`src/rtl/wbu_csr_stage_pkg.sv`:
```
// Shared constants for the write-back / CSR stage: CSR addresses, bit positions, CSR op codes.
// Latency: n/a (package).
// Backpressure: n/a (package).
package wbu_csr_stage_pkg;

    // Machine-mode CSR addresses
    localparam logic [11:0] CSR_MSTATUS  = 12'h300;
    localparam logic [11:0] CSR_MIE      = 12'h304;
    localparam logic [11:0] CSR_MTVEC    = 12'h305;
    localparam logic [11:0] CSR_MSCRATCH = 12'h340;
    localparam logic [11:0] CSR_MEPC     = 12'h341;
    localparam logic [11:0] CSR_MCAUSE   = 12'h342;
    localparam logic [11:0] CSR_MIP      = 12'h344;

    // Bit positions of the implemented fields
    localparam int MSTATUS_MIE_BIT  = 3;
    localparam int MSTATUS_MPIE_BIT = 7;
    localparam int MSTATUS_MPP_LO   = 11;
    localparam int MSTATUS_MPP_HI   = 12;
    localparam int MIE_MTIE_BIT     = 7;
    localparam int MIP_MTIP_BIT     = 7;

    // func3[1:0] of a SYSTEM/CSR instruction; func3[2] only picks register vs
    // immediate source, which upstream has already folded into alures.
    typedef enum logic [1:0] {
        CSR_OP_NONE  = 2'b00,
        CSR_OP_WRITE = 2'b01,
        CSR_OP_SET   = 2'b10,
        CSR_OP_CLEAR = 2'b11
    } csr_op_e;

    // Interrupt code for the machine timer; the interrupt flag bit is added
    // at the top of mcause by the CSR file, so this stays width-independent.
    localparam int MCAUSE_MTI_CODE = 7;

endpackage

```
`src/rtl/wbu_csr_stage_csr_file.sv`:
```
// Machine-mode CSR file: read mux, Zicsr write masking, ecall/mret/timer-interrupt updates.
// Latency: combinational read of the old value; all updates land on the accept edge.
// Backpressure: none of its own; it only acts when the wrapper asserts accept.
module csr_file
    import wbu_csr_stage_pkg::*;
#(
    parameter int XLEN        = 64,
    parameter int ECALL_CAUSE = 11
) (
    input  logic            clock,
    input  logic            reset,
    input  logic            accept,       // instruction enters the stage this edge
    input  logic            is_csr,
    input  logic            is_ecall,
    input  logic            is_mret,
    input  logic [11:0]     csr_addr,
    input  csr_op_e         csr_op,
    input  logic [4:0]      rs1_field,    // rs1 / zimm field, zero means "read only" for set/clear
    input  logic [XLEN-1:0] src,
    input  logic [XLEN-1:0] pc,
    input  logic [XLEN-1:0] nextpc,
    input  logic            irq_timer,
    output logic [XLEN-1:0] rdata,        // value before this instruction's write
    output logic [XLEN-1:0] mtvec,
    output logic [XLEN-1:0] mepc,
    output logic            trap_take,    // ecall or interrupt entry this edge
    output logic            ret_take      // mret this edge
);

    logic            mstatus_mie_q,  mstatus_mie_d;
    logic            mstatus_mpie_q, mstatus_mpie_d;
    logic            mie_mtie_q,     mie_mtie_d;
    logic            mip_mtip_q;
    logic [XLEN-1:0] mtvec_q,    mtvec_d;
    logic [XLEN-1:0] mscratch_q, mscratch_d;
    logic [XLEN-1:0] mepc_q,     mepc_d;
    logic [XLEN-1:0] mcause_q,   mcause_d;

    logic            wr_en;
    logic [XLEN-1:0] wr_val;
    logic            csr_we;
    logic            ecall_take;
    logic            irq_take;

    // Read mux
    always_comb begin
        rdata = '0;
        case (csr_addr)
            CSR_MSTATUS: begin
                rdata[MSTATUS_MPP_HI:MSTATUS_MPP_LO] = 2'b11;
                rdata[MSTATUS_MPIE_BIT]              = mstatus_mpie_q;
                rdata[MSTATUS_MIE_BIT]               = mstatus_mie_q;
            end
            CSR_MIE:      rdata[MIE_MTIE_BIT] = mie_mtie_q;
            CSR_MTVEC:    rdata = mtvec_q;
            CSR_MSCRATCH: rdata = mscratch_q;
            CSR_MEPC:     rdata = mepc_q;
            CSR_MCAUSE:   rdata = mcause_q;
            CSR_MIP:      rdata[MIP_MTIP_BIT] = mip_mtip_q;
            default:      rdata = '0;
        endcase
    end

    // Zicsr write value
    always_comb begin
        wr_en  = 1'b0;
        wr_val = rdata;
        case (csr_op)
            CSR_OP_WRITE: begin
                wr_en  = 1'b1;
                wr_val = src;
            end
            CSR_OP_SET: begin
                wr_en  = (rs1_field != 5'd0);
                wr_val = rdata | src;
            end
            CSR_OP_CLEAR: begin
                wr_en  = (rs1_field != 5'd0);
                wr_val = rdata & ~src;
            end
            default: begin
                wr_en  = 1'b0;
                wr_val = rdata;
            end
        endcase
    end

    assign csr_we     = accept && is_csr && wr_en;
    assign ecall_take = accept && is_ecall;
    assign ret_take   = accept && is_mret && !is_ecall;
    // Interrupts only ride on plain instructions; otherwise they wait.
    assign irq_take   = accept && !is_csr && !is_ecall && !is_mret
                        && irq_timer && mstatus_mie_q && mie_mtie_q;
    assign trap_take  = ecall_take || irq_take;

    assign mtvec = mtvec_q;
    assign mepc  = mepc_q;

    // Next state: CSR write first, trap/return updates override
    always_comb begin
        mstatus_mie_d  = mstatus_mie_q;
        mstatus_mpie_d = mstatus_mpie_q;
        mie_mtie_d     = mie_mtie_q;
        mtvec_d        = mtvec_q;
        mscratch_d     = mscratch_q;
        mepc_d         = mepc_q;
        mcause_d       = mcause_q;

        if (csr_we) begin
            case (csr_addr)
                CSR_MSTATUS: begin
                    mstatus_mie_d  = wr_val[MSTATUS_MIE_BIT];
                    mstatus_mpie_d = wr_val[MSTATUS_MPIE_BIT];
                end
                CSR_MIE:      mie_mtie_d = wr_val[MIE_MTIE_BIT];
                CSR_MTVEC:    mtvec_d    = wr_val;
                CSR_MSCRATCH: mscratch_d = wr_val;
                CSR_MEPC:     mepc_d     = wr_val;
                CSR_MCAUSE:   mcause_d   = wr_val;
                default:      ;
            endcase
        end

        if (ecall_take) begin
            mepc_d         = pc;
            mcause_d       = XLEN'(ECALL_CAUSE);
            mstatus_mpie_d = mstatus_mie_q;
            mstatus_mie_d  = 1'b0;
        end else if (ret_take) begin
            mstatus_mie_d  = mstatus_mpie_q;
            mstatus_mpie_d = 1'b1;
        end else if (irq_take) begin
            // The interrupted instruction retires, so resume after it.
            mepc_d         = nextpc;
            mcause_d       = {1'b1, (XLEN-1)'(MCAUSE_MTI_CODE)};
            mstatus_mpie_d = mstatus_mie_q;
            mstatus_mie_d  = 1'b0;
        end
    end

    always_ff @(posedge clock) begin
        if (reset) begin
            mstatus_mie_q  <= 1'b0;
            mstatus_mpie_q <= 1'b0;
            mie_mtie_q     <= 1'b0;
            mip_mtip_q     <= 1'b0;
            mtvec_q        <= '0;
            mscratch_q     <= '0;
            mepc_q         <= '0;
            mcause_q       <= '0;
        end else begin
            mstatus_mie_q  <= mstatus_mie_d;
            mstatus_mpie_q <= mstatus_mpie_d;
            mie_mtie_q     <= mie_mtie_d;
            mip_mtip_q     <= irq_timer;
            mtvec_q        <= mtvec_d;
            mscratch_q     <= mscratch_d;
            mepc_q         <= mepc_d;
            mcause_q       <= mcause_d;
        end
    end

endmodule

```
`src/rtl/wbu_csr_stage.sv`:
```
// Registered write-back stage with machine-mode CSR file, trap entry/return and PC redirect.
// Latency: 1 cycle from accept to out_valid; redirect pulses the cycle after a trap/return accept.
// Backpressure: in_ready = !out_valid || out_ready; record held stable while stalled, no bubble on drain.
module wbu_csr_stage
    import wbu_csr_stage_pkg::*;
#(
    parameter int XLEN        = 64,
    parameter int ECALL_CAUSE = 11
) (
    input  logic            clock,
    input  logic            reset,
    input  logic            in_valid,
    output logic            in_ready,
    input  logic [XLEN-1:0] in_pc,
    input  logic [XLEN-1:0] in_nextpc,
    input  logic [31:0]     in_inst,
    input  logic [4:0]      in_waddr,
    input  logic            in_wen,
    input  logic            in_readflag,
    input  logic            in_csrflag,
    input  logic            in_ecallflag,
    input  logic            in_mretflag,
    input  logic [XLEN-1:0] in_alures,
    input  logic [XLEN-1:0] in_lsures,
    input  logic            irq_timer,
    output logic            out_valid,
    input  logic            out_ready,
    output logic [XLEN-1:0] out_pc,
    output logic [31:0]     out_inst,
    output logic [4:0]      out_waddr,
    output logic            out_wen,
    output logic [XLEN-1:0] out_wdata,
    output logic            redirect_valid,
    output logic [XLEN-1:0] redirect_pc
);

    logic            accept;
    logic [XLEN-1:0] csr_rdata;
    logic [XLEN-1:0] csr_mtvec;
    logic [XLEN-1:0] csr_mepc;
    logic            trap_take;
    logic            ret_take;
    logic [XLEN-1:0] wdata_sel;

    logic            out_valid_q,      out_valid_d;
    logic [XLEN-1:0] out_pc_q,         out_pc_d;
    logic [31:0]     out_inst_q,       out_inst_d;
    logic [4:0]      out_waddr_q,      out_waddr_d;
    logic            out_wen_q,        out_wen_d;
    logic [XLEN-1:0] out_wdata_q,      out_wdata_d;
    logic            redirect_valid_q, redirect_valid_d;
    logic [XLEN-1:0] redirect_pc_q,    redirect_pc_d;

    assign in_ready = !out_valid_q || out_ready;
    assign accept   = in_valid && in_ready;

    csr_file #(
        .XLEN        (XLEN),
        .ECALL_CAUSE (ECALL_CAUSE)
    ) u_csr_file (
        .clock     (clock),
        .reset     (reset),
        .accept    (accept),
        .is_csr    (in_csrflag),
        .is_ecall  (in_ecallflag),
        .is_mret   (in_mretflag),
        .csr_addr  (in_inst[31:20]),
        .csr_op    (csr_op_e'(in_inst[13:12])),
        .rs1_field (in_inst[19:15]),
        .src       (in_alures),
        .pc        (in_pc),
        .nextpc    (in_nextpc),
        .irq_timer (irq_timer),
        .rdata     (csr_rdata),
        .mtvec     (csr_mtvec),
        .mepc      (csr_mepc),
        .trap_take (trap_take),
        .ret_take  (ret_take)
    );

    always_comb begin
        if (in_csrflag) begin
            wdata_sel = csr_rdata;
        end else if (in_readflag) begin
            wdata_sel = in_lsures;
        end else begin
            wdata_sel = in_alures;
        end
    end

    always_comb begin
        out_valid_d = out_valid_q;
        out_pc_d    = out_pc_q;
        out_inst_d  = out_inst_q;
        out_waddr_d = out_waddr_q;
        out_wen_d   = out_wen_q;
        out_wdata_d = out_wdata_q;
        if (accept) begin
            out_valid_d = 1'b1;
            out_pc_d    = in_pc;
            out_inst_d  = in_inst;
            out_waddr_d = in_waddr;
            out_wen_d   = in_wen;
            out_wdata_d = wdata_sel;
        end else if (out_ready) begin
            out_valid_d = 1'b0;
        end
    end

    // Redirect target uses the CSR values before this accept's own update.
    always_comb begin
        redirect_valid_d = trap_take || ret_take;
        redirect_pc_d    = redirect_pc_q;
        if (trap_take) begin
            redirect_pc_d = csr_mtvec;
        end else if (ret_take) begin
            redirect_pc_d = csr_mepc;
        end
    end

    always_ff @(posedge clock) begin
        if (reset) begin
            out_valid_q      <= 1'b0;
            out_pc_q         <= '0;
            out_inst_q       <= '0;
            out_waddr_q      <= '0;
            out_wen_q        <= 1'b0;
            out_wdata_q      <= '0;
            redirect_valid_q <= 1'b0;
            redirect_pc_q    <= '0;
        end else begin
            out_valid_q      <= out_valid_d;
            out_pc_q         <= out_pc_d;
            out_inst_q       <= out_inst_d;
            out_waddr_q      <= out_waddr_d;
            out_wen_q        <= out_wen_d;
            out_wdata_q      <= out_wdata_d;
            redirect_valid_q <= redirect_valid_d;
            redirect_pc_q    <= redirect_pc_d;
        end
    end

    assign out_valid      = out_valid_q;
    assign out_pc         = out_pc_q;
    assign out_inst       = out_inst_q;
    assign out_waddr      = out_waddr_q;
    assign out_wen        = out_wen_q;
    assign out_wdata      = out_wdata_q;
    assign redirect_valid = redirect_valid_q;
    assign redirect_pc    = redirect_pc_q;

endmodule

```
`config.mk`:
```
export PLATFORM = sky130hd
export DESIGN_NAME = wbu_csr_stage
export DESIGN_NICKNAME = d
export VERILOG_FILES = /design/src/rtl/wbu_csr_stage_pkg.sv /design/src/rtl/wbu_csr_stage_csr_file.sv /design/src/rtl/wbu_csr_stage.sv
export SDC_FILE = /design/constraint.sdc
export NUM_CORES = 1
export LEC_CHECK = 0
export ABC_AREA = 1
export CORE_MARGIN = 3
export CORE_UTILIZATION = 35
export DETAILED_ROUTE_END_ITERATION = 10
export PLACE_DENSITY = 0.66
export SLEW_MARGIN = 0
export SYNTH_ARGS = -nofsm -noshare
export SYNTH_HDL_FRONTEND = slang
export SYNTH_SLANG_ARGS = --single-unit
```
`constraint.sdc`:
```
create_clock -name clock -period 1.7 [get_ports clock]
set_input_delay 0.425 -clock clock [delete_from_list [all_inputs] [get_ports clock]]
set_output_delay 0.425 -clock clock [all_outputs]
set_load 0.03 [all_outputs]
```
After elaboration in Yosys (flattened, before gate mapping)
Cells that the tools add are included.
{ "word_totals": {"output_inout_bits": 233, "mem_bits_rw": 0, "inputBits": 303, "n_memories": 0, "romBits": 0, "ff_bits": 492, "wordCells": 97, "latchBits": 0} }
{ "op_classes": {"n_eq_ne": 10, "bitwise_logic": 3, "mul": 0, "addsub": 0, "div_mod_pow": 0, "shifts": 0, "muxes": 34, "n_lt_le_gt_ge": 0, "reduce_logical": 33} }
{ "ops": {"columns": ["cell", "n"], "rows": [
  ["$mux W64", 13],
  ["$pmux W51 S4", 1],
  ["$pmux W64 S3", 1],
  ["$eq A12 B10 Y1 const B", 7],
  ["$and A64 B64 Y64", 1],
  ["$not A64 Y64", 1],
  ["$or A64 B64 Y64", 1],
  ["$pmux W3 S4", 3],
  ["$logic_and A1 B1 Y1", 12],
  ["$mux W1", 11],
  ["$pmux W2 S5", 1],
  ["$reduce_and A2 Y1", 5],
  ["$reduce_bool A4 Y1", 2],
  ["$pmux W1 S7", 1],
  ["$reduce_bool A3 Y1", 2],
  ["$pmux W1 S5", 1],
  ["$reduce_bool A5 Y1", 1],
  ["$eq A2 B2 Y1 const B", 2],
  ["$logic_not A1 Y1", 4],
  ["$mux W4", 1],
  ["$reduce_bool A2 Y1", 2],
  ["$reduce_or A2 Y1", 2],
  ["$logic_or A1 B1 Y1", 3],
  ["$eq A2 B1 Y1 const B", 1],
  ["$pmux W1 S2", 1]
]} }

Depth between registers and ports, before layout
Gate-level depths: netlist of run 1.
{ "logic_depth": {"ltp_word": 12, "mapped_depth": 14} }

Modules after synthesis
Synthesis of run 1 repeated with hierarchy kept, for this count alone.
{ "unflattened": {"cells_unflattened": 4272, "hier_area_um2": 26245.2} }
{ "modules_own_cells": {"columns": ["module", "cells_each", "seq_area_each_um2", "area_each_um2", "instances"], "rows": [
  ["csr_file", 2392, 5205.0, 14930.6, 1],
  ["wbu_csr_stage", 1880, 4644.5, 11314.6, 1]
]} }

Worst setup path before layout of run 1
OpenSTA, ideal clock, no wires.
{ "synth_path": {"kind": "register -> register", "from": "register out_valid_q, in the netlist out_valid", "to": "register redirect_pc_q[21], in the netlist redirect_pc[21]", "arrival_time_ns": 1.766, "period_less_slack_ns": 1.898, "path_stages_with_launch": 10, "path_buffers": 2, "slack_ns": -0.198, "path_cell_list": "dfxtp_1 nand2_2 nand2_4 inv_2 nand3_1 clkbuf_1 clkbuf_1 o21ai_1 o21ai_0 a21oi_1"} }
{ "synth_via": {"elab_chain_cells": 11, "elab_cells_between_ends": 15, "classes_between": "1 x mux; 14 x reduce/logical"} }
{ "synth_rtl": {"columns": ["item", "line", "rtl"], "rows": [
  ["start: declaration", "wbu_csr_stage.sv:45", "logic out_valid_q, out_valid_d;"],
  ["start signal: assignment", "wbu_csr_stage.sv:132", "out_valid_q <= out_valid_d;"],
  ["$logic_not A1 Y1 *", "wbu_csr_stage.sv:54", "assign in_ready = !out_valid_q || out_ready;"],
  ["$logic_or A1 B1 Y1 *", "wbu_csr_stage.sv:54", null],
  ["via in_ready", "wbu_csr_stage.sv:13", "output logic in_ready,"],
  ["$logic_and A1 B1 Y1 *", "wbu_csr_stage.sv:55", "assign accept = in_valid && in_ready;"],
  ["$logic_and A1 B1 Y1 (3 in a row)", "wbu_csr_stage_csr_file.sv:92", "assign irq_take = accept && !is_csr && !is_ecall && !is_mret"],
  ["$logic_and A1 B1 Y1 (3 in a row)", "wbu_csr_stage_csr_file.sv:93", "&& irq_timer && mstatus_mie_q && mie_mtie_q;"],
  ["$logic_or A1 B1 Y1", "wbu_csr_stage_csr_file.sv:94", "assign trap_take = ecall_take || irq_take;"],
  ["$mux W64 or $reduce_bool A2 Y1 (tied branches)", null, null],
  ["end signal: assignment", "wbu_csr_stage.sv:139", "redirect_pc_q <= redirect_pc_d;"],
  ["end: declaration", "wbu_csr_stage.sv:52", "logic [XLEN-1:0] redirect_pc_q, redirect_pc_d;"]
]} }
The timed path passes the listed nets; every way through them passes the cells marked *.
A chain may end at the register's enable or synchronous reset.

Worst setup path after layout of run 1
{ "layout_path": {"from": "register out_valid_q, in the netlist out_valid", "to": "register u_csr_file.mtvec_q[1], in the netlist u_csr_file.mtvec[1]"} }
{ "layout_via": {"elab_chain_cells": 6} }
{ "layout_rtl": {"columns": ["item", "line", "rtl"], "rows": [
  ["$logic_not A1 Y1", "wbu_csr_stage.sv:54", null],
  ["$logic_or A1 B1 Y1", "wbu_csr_stage.sv:54", null],
  ["$logic_and A1 B1 Y1", "wbu_csr_stage.sv:55", null],
  ["$logic_and A1 B1 Y1 (2 in a row)", "wbu_csr_stage_csr_file.sv:88", "assign csr_we = accept && is_csr && wr_en;"],
  ["$reduce_and A2 Y1 (no source line)", null, null],
  ["end signal: assignment", "wbu_csr_stage_csr_file.sv:156", "mtvec_q <= mtvec_d;"],
  ["end: declaration", "wbu_csr_stage_csr_file.sv:34", "logic [XLEN-1:0] mtvec_q, mtvec_d;"]
]} }
Every way passes these cells.

==> impl_metrics.toml, run 1 <==
[run_status]
outcome = "complete, but fails checks"
violations = "setup timing"

[layout]
num-fill-cells = 6125
multi_input_comb_area_um2 = 12750
nNetsFinal = 4462
mostFrequentLayoutCell = "dfxtp_1"
mostFrequentLayoutCells = "dfxtp_1, nand2_1, nor2_1"
seqCellArea_um2 = 9853
layout-drive-gt1-share_pct = 24.33
area_growth_pct = 56.22
finalNonFillerCells = 5071
utilization_pct = 55.78

[routing]
viasPerCell = 5.540
antenna_left = 0
via_count = 28090
initialDrtViolationCount = 3320
drc = 0
wl_per_cell_um = 23.14
wl_um = 117300
drt_pre_antenna_iters = 6

[clock_tree]
hold_buffers = 0
cts_tree = "built"
clock_path_buffers = 3
clk_pin_slew_ns = 0.06
cts_root_buf = "clkbuf_16"
cts_num_sinks = 492
clk_latency_ns = 0.62
h-tree-depth = 2
cts_buffers = 57

[global_route]
antenna_found_initial = 3
met2_usage_pct = 48.73
grt_pass1_vias = 26280
grt_pass1_wl_um = 161900
grt_max_degree = 92
grt.busiest_layer = "met2"
gr-usage-met3_pct = 5.568
grt_util_met1_pct = 37.62
gr-total-overflow = 0
track_usage_pct = 29.57

[critical_path]
crit_type = "register to register"
r2r-start = "out_valid"
required_ns = 2.20
startpoint = "out_valid"
critical_path_arrival_ns = 2.37
startpoint_type = "register"
crit_path_end_kind = "register"
cp_max_fo = 14

[synth]
yosys_warnings = 0
synth_compound_area_share_pct = 24.15
syn-instance-count = 3456
ys_seq_elements = 492
synth_nets = 3759
synth_top_family_by_area = "compound AO/OA/AOI/OAI gates"
post_synth_and_or_nand_nor_area_fraction_pct = 21.20
synthMuxAreaShare_pct = 2.695
syn-cell-area_um2 = 23770
ys_types = 28
seq_area_frac_synth_pct = 41.44
synth_xor_area_share_pct = 0
syn_avg_cell_area_um2 = 6.878
synth-adder-area-share_pct = 0

[place]
gp_congestion = 0.8528
dpl.hpwl_um = 70570
port_buffers = 535
dp_cells = 4838

[sta]
skew_ns = 0.01870
finalCriticalPeriod_ns = 1.877
whs_ns = 0.1251
max_freq_ghz = 0.5327
tightest_slew_ns = 0.6038
post-route-period-util_pct = 110.4
slew_headroom_pct = 59.32
fin_ws_ns = -0.1773
rsz0062_at_grt = "yes"
fin_tns_setup_ns = -32.14
slew_violations = 0
final-hold-violation-count = 0
setup_viol = 325

[die]
die_w_um = 266.6
pin_count = 536
coreArea_um2 = 66570
rows = 94
dieHeight_um = 266.6
floorplan.initialDensity_pct = 35.71
die_area_um2 = 71080

[power]
powerDensity_nw_per_um2 = 816.7
ir_worst_vdd_mv = 0.7375
cellLeakagePower_nw = 16.16

[worst_hold_path]
hold_path.class = "input pin to register"
hold_start = "reset"

[flow_run]
max_cap_violations = 0
## metrics by stage
step | power (mW) | instance area (um2) | worst slack [ns]
after floorplan | 14.72 | 23820 | 0.008552
after global placement | 17.38 | 31760 | -0.8615
after detailed placement | 17.40 | 31760 | -0.9141
after CTS | 30.14 | 34900 | -0.1345
after global routing | 31.34 | 37130 | -0.2491
final | 30.33 | 37130 | -0.1773
## state kept, by name, summed over array words and instances, names as in the netlist
signal / count
out_waddr: 5
u_csr_file.mtvec: 64
out_wdata: 64
out_valid: 1
u_csr_file.mepc: 64
u_csr_file.mstatus_mie_q: 1
u_csr_file.mscratch_q: 64
out_inst: 32
out_pc: 64
u_csr_file.mie_mtie_q: 1
redirect_valid: 1
u_csr_file.mip_mtip_q: 1
u_csr_file.mstatus_mpie_q: 1
out_wen: 1
redirect_pc: 64
u_csr_file.mcause_q: 64
## cells in the mapped netlist (all sizes together)
master,instances,share of area [%]
buf,110,2.9
a21oi,372,7.8
dfxtp,492,41
nand3,259,5.5
a22oi,3,0.095
nand3b,1,0.032
clkbuf,154,2.4
nand2,475,7.6
nor2,436,7.2
o211ai,75,2.4
clkinv,1,0.016
nor3,1,0.021
nand4,31,0.82
mux2i,64,2.7
inv,324,5.1
o21ai,658,14
## worst max-delay path: stages (launching register included)
cell and delay (ns):
dfxtp_4 0.36, nand2_8 0.07, nand2_8 0.07, nor2_4 0.15, nand3_4 0.17, buf_12 0.18, nor2_4 0.09, buf_12 0.14
buf_6 0.11, inv_6 0.04, buf_12 0.15, o21ai_1 0.17, inv_1 0.06
## power breakdown
| part | internal [mW] | total, mW | switching (mW) |
|---|---|---|---|
| clock | 7.56 | 12.8 | 5.22 |
| combinational | 2.17 | 5.34 | 3.17 |
| sequential | 12.0 | 12.2 | 0.226 |
## cell families (layout without fill, tap and decap cells)
family,after synthesis,after routing
flip-flops,492,492
buffers and inverters,589,1338
AO/OA/AOI/OAI,1108,1108
multiplexers,64,64
other,0,2
AND/OR/NAND/NOR,1203,1203
## layer usage
metal / wire length, um / part of all wire, % / vias up
met5: 0 / 0 / -
met4: 6326 / 5.4 / 0
met3: 12120 / 10 / 383
met2: 54050 / 46 / 1741
met1: 44820 / 38 / 13000
li1: - / - / 12970
## layout make-up
type | instances | share of cell area, %
Antenna cell | 2 | 0.01348
Clock buffer | 76 | 4.249
Clock inverter | 29 | 0.8963
Inverter | 325 | 3.595
Multi-Input combinational cell | 2375 | 34.34
Sequential cell | 492 | 26.53
Tap cell | 864 | 2.911
Timing Repair Buffer | 907 | 27.42
Timing Repair inverter | 1 | 0.04380
## timing repair
action | in CTS | in global routing
pin swaps | 32 | 66
cloned | 29 | 36
setup buffers | 33 | 34
endpoints found under the setup margin | 619 | 510
resized for setup | 1178 | 319
## worst paths after layout
| check | end | slack (ns) | depth (start not counted) |
|---|---|---|---|
| max reg2reg | u_csr_file.mtvec[1] | -0.18 | 12 |
| min reg2reg | redirect_pc[58] | 0.45 | 2 |
| min | u_csr_file.mepc[9] | 0.13 | 4 |
| max | u_csr_file.mtvec[1] | -0.18 | 12 |
Note: power is estimated with default switching activity, not from simulation.
==> inputs of run 2 (changes only) <==
--- a/config.mk
+++ b/config.mk
@@ -6,6 +6,7 @@
 export NUM_CORES = 1
 export LEC_CHECK = 0
 export ABC_AREA = 1
+export CORE_ASPECT_RATIO = 1.2
 export CORE_MARGIN = 3
 export CORE_UTILIZATION = 35
 export DETAILED_ROUTE_END_ITERATION = 10
==> run 2 against run 1 <==
The flow still finishes with violations (setup timing). Clock skew is 0.0081 ns lower. Final area up 2.4%. Global-route usage increased by 0.32 points. Combinational power rose by 1%. Fmax shrank 2.5%. Sequential share of layout area down 0.61 points. Sequential cell count unchanged. Clock power is 8% lower. Count of clock-buffer cells in the layout is 9 higher. Final cell count increased by 1.2%. Sequential power is essentially flat. Critical endpoint is now u_csr_file.mcause_q[24].
==> impl_metrics.toml, run 2 (synthesized netlist as in run 1, its figures left out) <==
[global_route]
antenna_found_initial = 9
track_usage_pct = 29.89
grt_pass1_wl_um = 163800
gr-total-overflow = 0
grt_max_degree = 80
grt_pass1_vias = 26640

[place]
gp_congestion = 0.8735
port_buffers = 535
dpl.hpwl_um = 74700

[run_status]
violations = "setup timing"
outcome = "complete, but fails checks"

[routing]
drc = 0
wl_per_cell_um = 23.19
drt_pre_antenna_iters = 8
via_count = 28200
antenna_left = 0
initialDrtViolationCount = 3172
viasPerCell = 5.496
wl_um = 119000

[critical_path]
cp_max_fo = 7
crit_type = "input pin to register"
startpoint_type = "input pin"
worstRegToRegCells = 12
critical_path_arrival_ns = 2.42
crit_path_end_kind = "register"
required_ns = 2.19

[layout]
mostFrequentLayoutCells = "dfxtp_1, nand2_1, o21ai_0"
seqCellArea_um2 = 9853
num-fill-cells = 6203
mostFrequentLayoutCell = "dfxtp_1"
layout-drive-gt1-share_pct = 26.76
utilization_pct = 56.61
multi_input_comb_area_um2 = 13100
area_growth_pct = 59.91
nNetsFinal = 4489

[clock_tree]
cts_tree = "built"
h-tree-depth = 2
cts_buffers = 53
cts_num_sinks = 492
clock_path_buffers = 3
clk_latency_ns = 0.60
cts_root_buf = "clkbuf_16"
clk_pin_slew_ns = 0.06

[sta]
setup_viol = 296
final-hold-violation-count = 0
post-route-period-util_pct = 113.2
max_freq_ghz = 0.5194
rsz0062_at_grt = "yes"
tightest_slew_ns = 0.6750
whs_ns = 0.1391
fin_ws_ns = -0.2252
skew_ns = 0.01058
slew_headroom_pct = 54.52
slew_violations = 0
finalCriticalPeriod_ns = 1.925

[die]
rows = 104
die_w_um = 243.9
dieHeight_um = 291.5
floorplan.initialDensity_pct = 35.40
coreArea_um2 = 67140
die_area_um2 = 71090
pin_count = 536

[flow_run]
max_cap_violations = 0

[worst_hold_path]
hold_path.class = "input pin to register"
hold_path_depth = 3

[power]
ir_worst_vdd_mv = 0.6637
powerDensity_nw_per_um2 = 775.3
cellLeakagePower_nw = 16.18
-- run 2: changes by cell type in the layout (fill, tap and decap cells not counted), moves of 15 or more --
cell | before | now
clkinv_2 | 19 | 4
buf_4 | 188 | 205
a21oi_2 | 65 | 81
clkdlybuf4s15_2 | 93 | 157
nor2_1 | 402 | 363
nor2_2 | 11 | 43
nand3_2 | 36 | 88
buf_12 | 87 | 104
buf_2 | 120 | 54
o21ai_0 | 395 | 411
nand3_1 | 219 | 168
-- run 2: final cells by class --
class | count | share of cell area [%]
Sequential cell | 492 | 25.92
Multi-Input combinational cell | 2375 | 34.46
Timing Repair Buffer | 938 | 28.62
Timing Repair inverter | 1 | 0.02963
Tap cell | 901 | 2.966
Antenna cell | 9 | 0.05925
Clock buffer | 85 | 4.279
Clock inverter | 6 | 0.2173
Inverter | 325 | 3.446
-- run 2: where the power goes --
part	leakage, nW	switching [mW]	internal [mW]
sequential	4.01	0.233	12.0
combinational	11.3	3.19	2.22
clock	0.839	5.06	6.78
total	16.2	8.48	21.0
-- run 2: repair_timing --
item,CTS,global route
buffers inserted,36,30
setup endpoints to repair,570,462
gates cloned,33,27
gates resized for setup,1044,421
hold buffers,0,0
pin swaps,46,101
-- run 2: worst paths after layout --
check,from,end,slack [ns]
max reg2reg,out_valid,u_csr_file.mcause_q[24],-0.22
max,in_inst[30],u_csr_file.mcause_q[24],-0.23
min,in_inst[23],out_inst[23],0.14
min reg2reg,redirect_pc[58],redirect_pc[58],0.45
-- run 2: routing by layer --
layer | share of wire [%] | up-vias | wire (um) | track usage [%]
li1 | - | 13000 | - | -
met1 | 38 | 13190 | 45390 | 36.66
met2 | 48 | 1625 | 56800 | 49.97
met3 | 8.6 | 387 | 10230 | 5.270
met4 | 5.5 | 0 | 6582 | 15.68
met5 | 0 | - | 0 | 0
-- run 2: worst max-delay path, stage by stage --
cell	delay (ns)
clkdlybuf4s15_1	0.22
nor2_2	0.12
buf_4	0.13
nand2_4	0.06
nor2_4	0.19
buf_6	0.14
nand2_4	0.09
buf_4	0.17
nor2_4	0.16
buf_6	0.13
buf_8	0.13
clkbuf_16	0.18
nand3_2	0.09
o211ai_1	0.10
inv_1	0.06
-- run 2: per-stage QoR --
stage	instances	TNS [ns]	setup WS, ns	instance area (um2)	total power, mW
4_1_cts	5076	-16.48	-0.1707	35780	29.19
3_5_place_dp	4918	-352.32	-0.9479	32210	17.49
6_report	5132	-29.29	-0.2252	38010	29.47
2_1_floorplan	3456	0	0.008552	23820	14.72
5_1_grt	5132	-55.80	-0.2850	38010	30.30
3_3_place_gp	4918	-347.65	-0.9392	32210	17.46
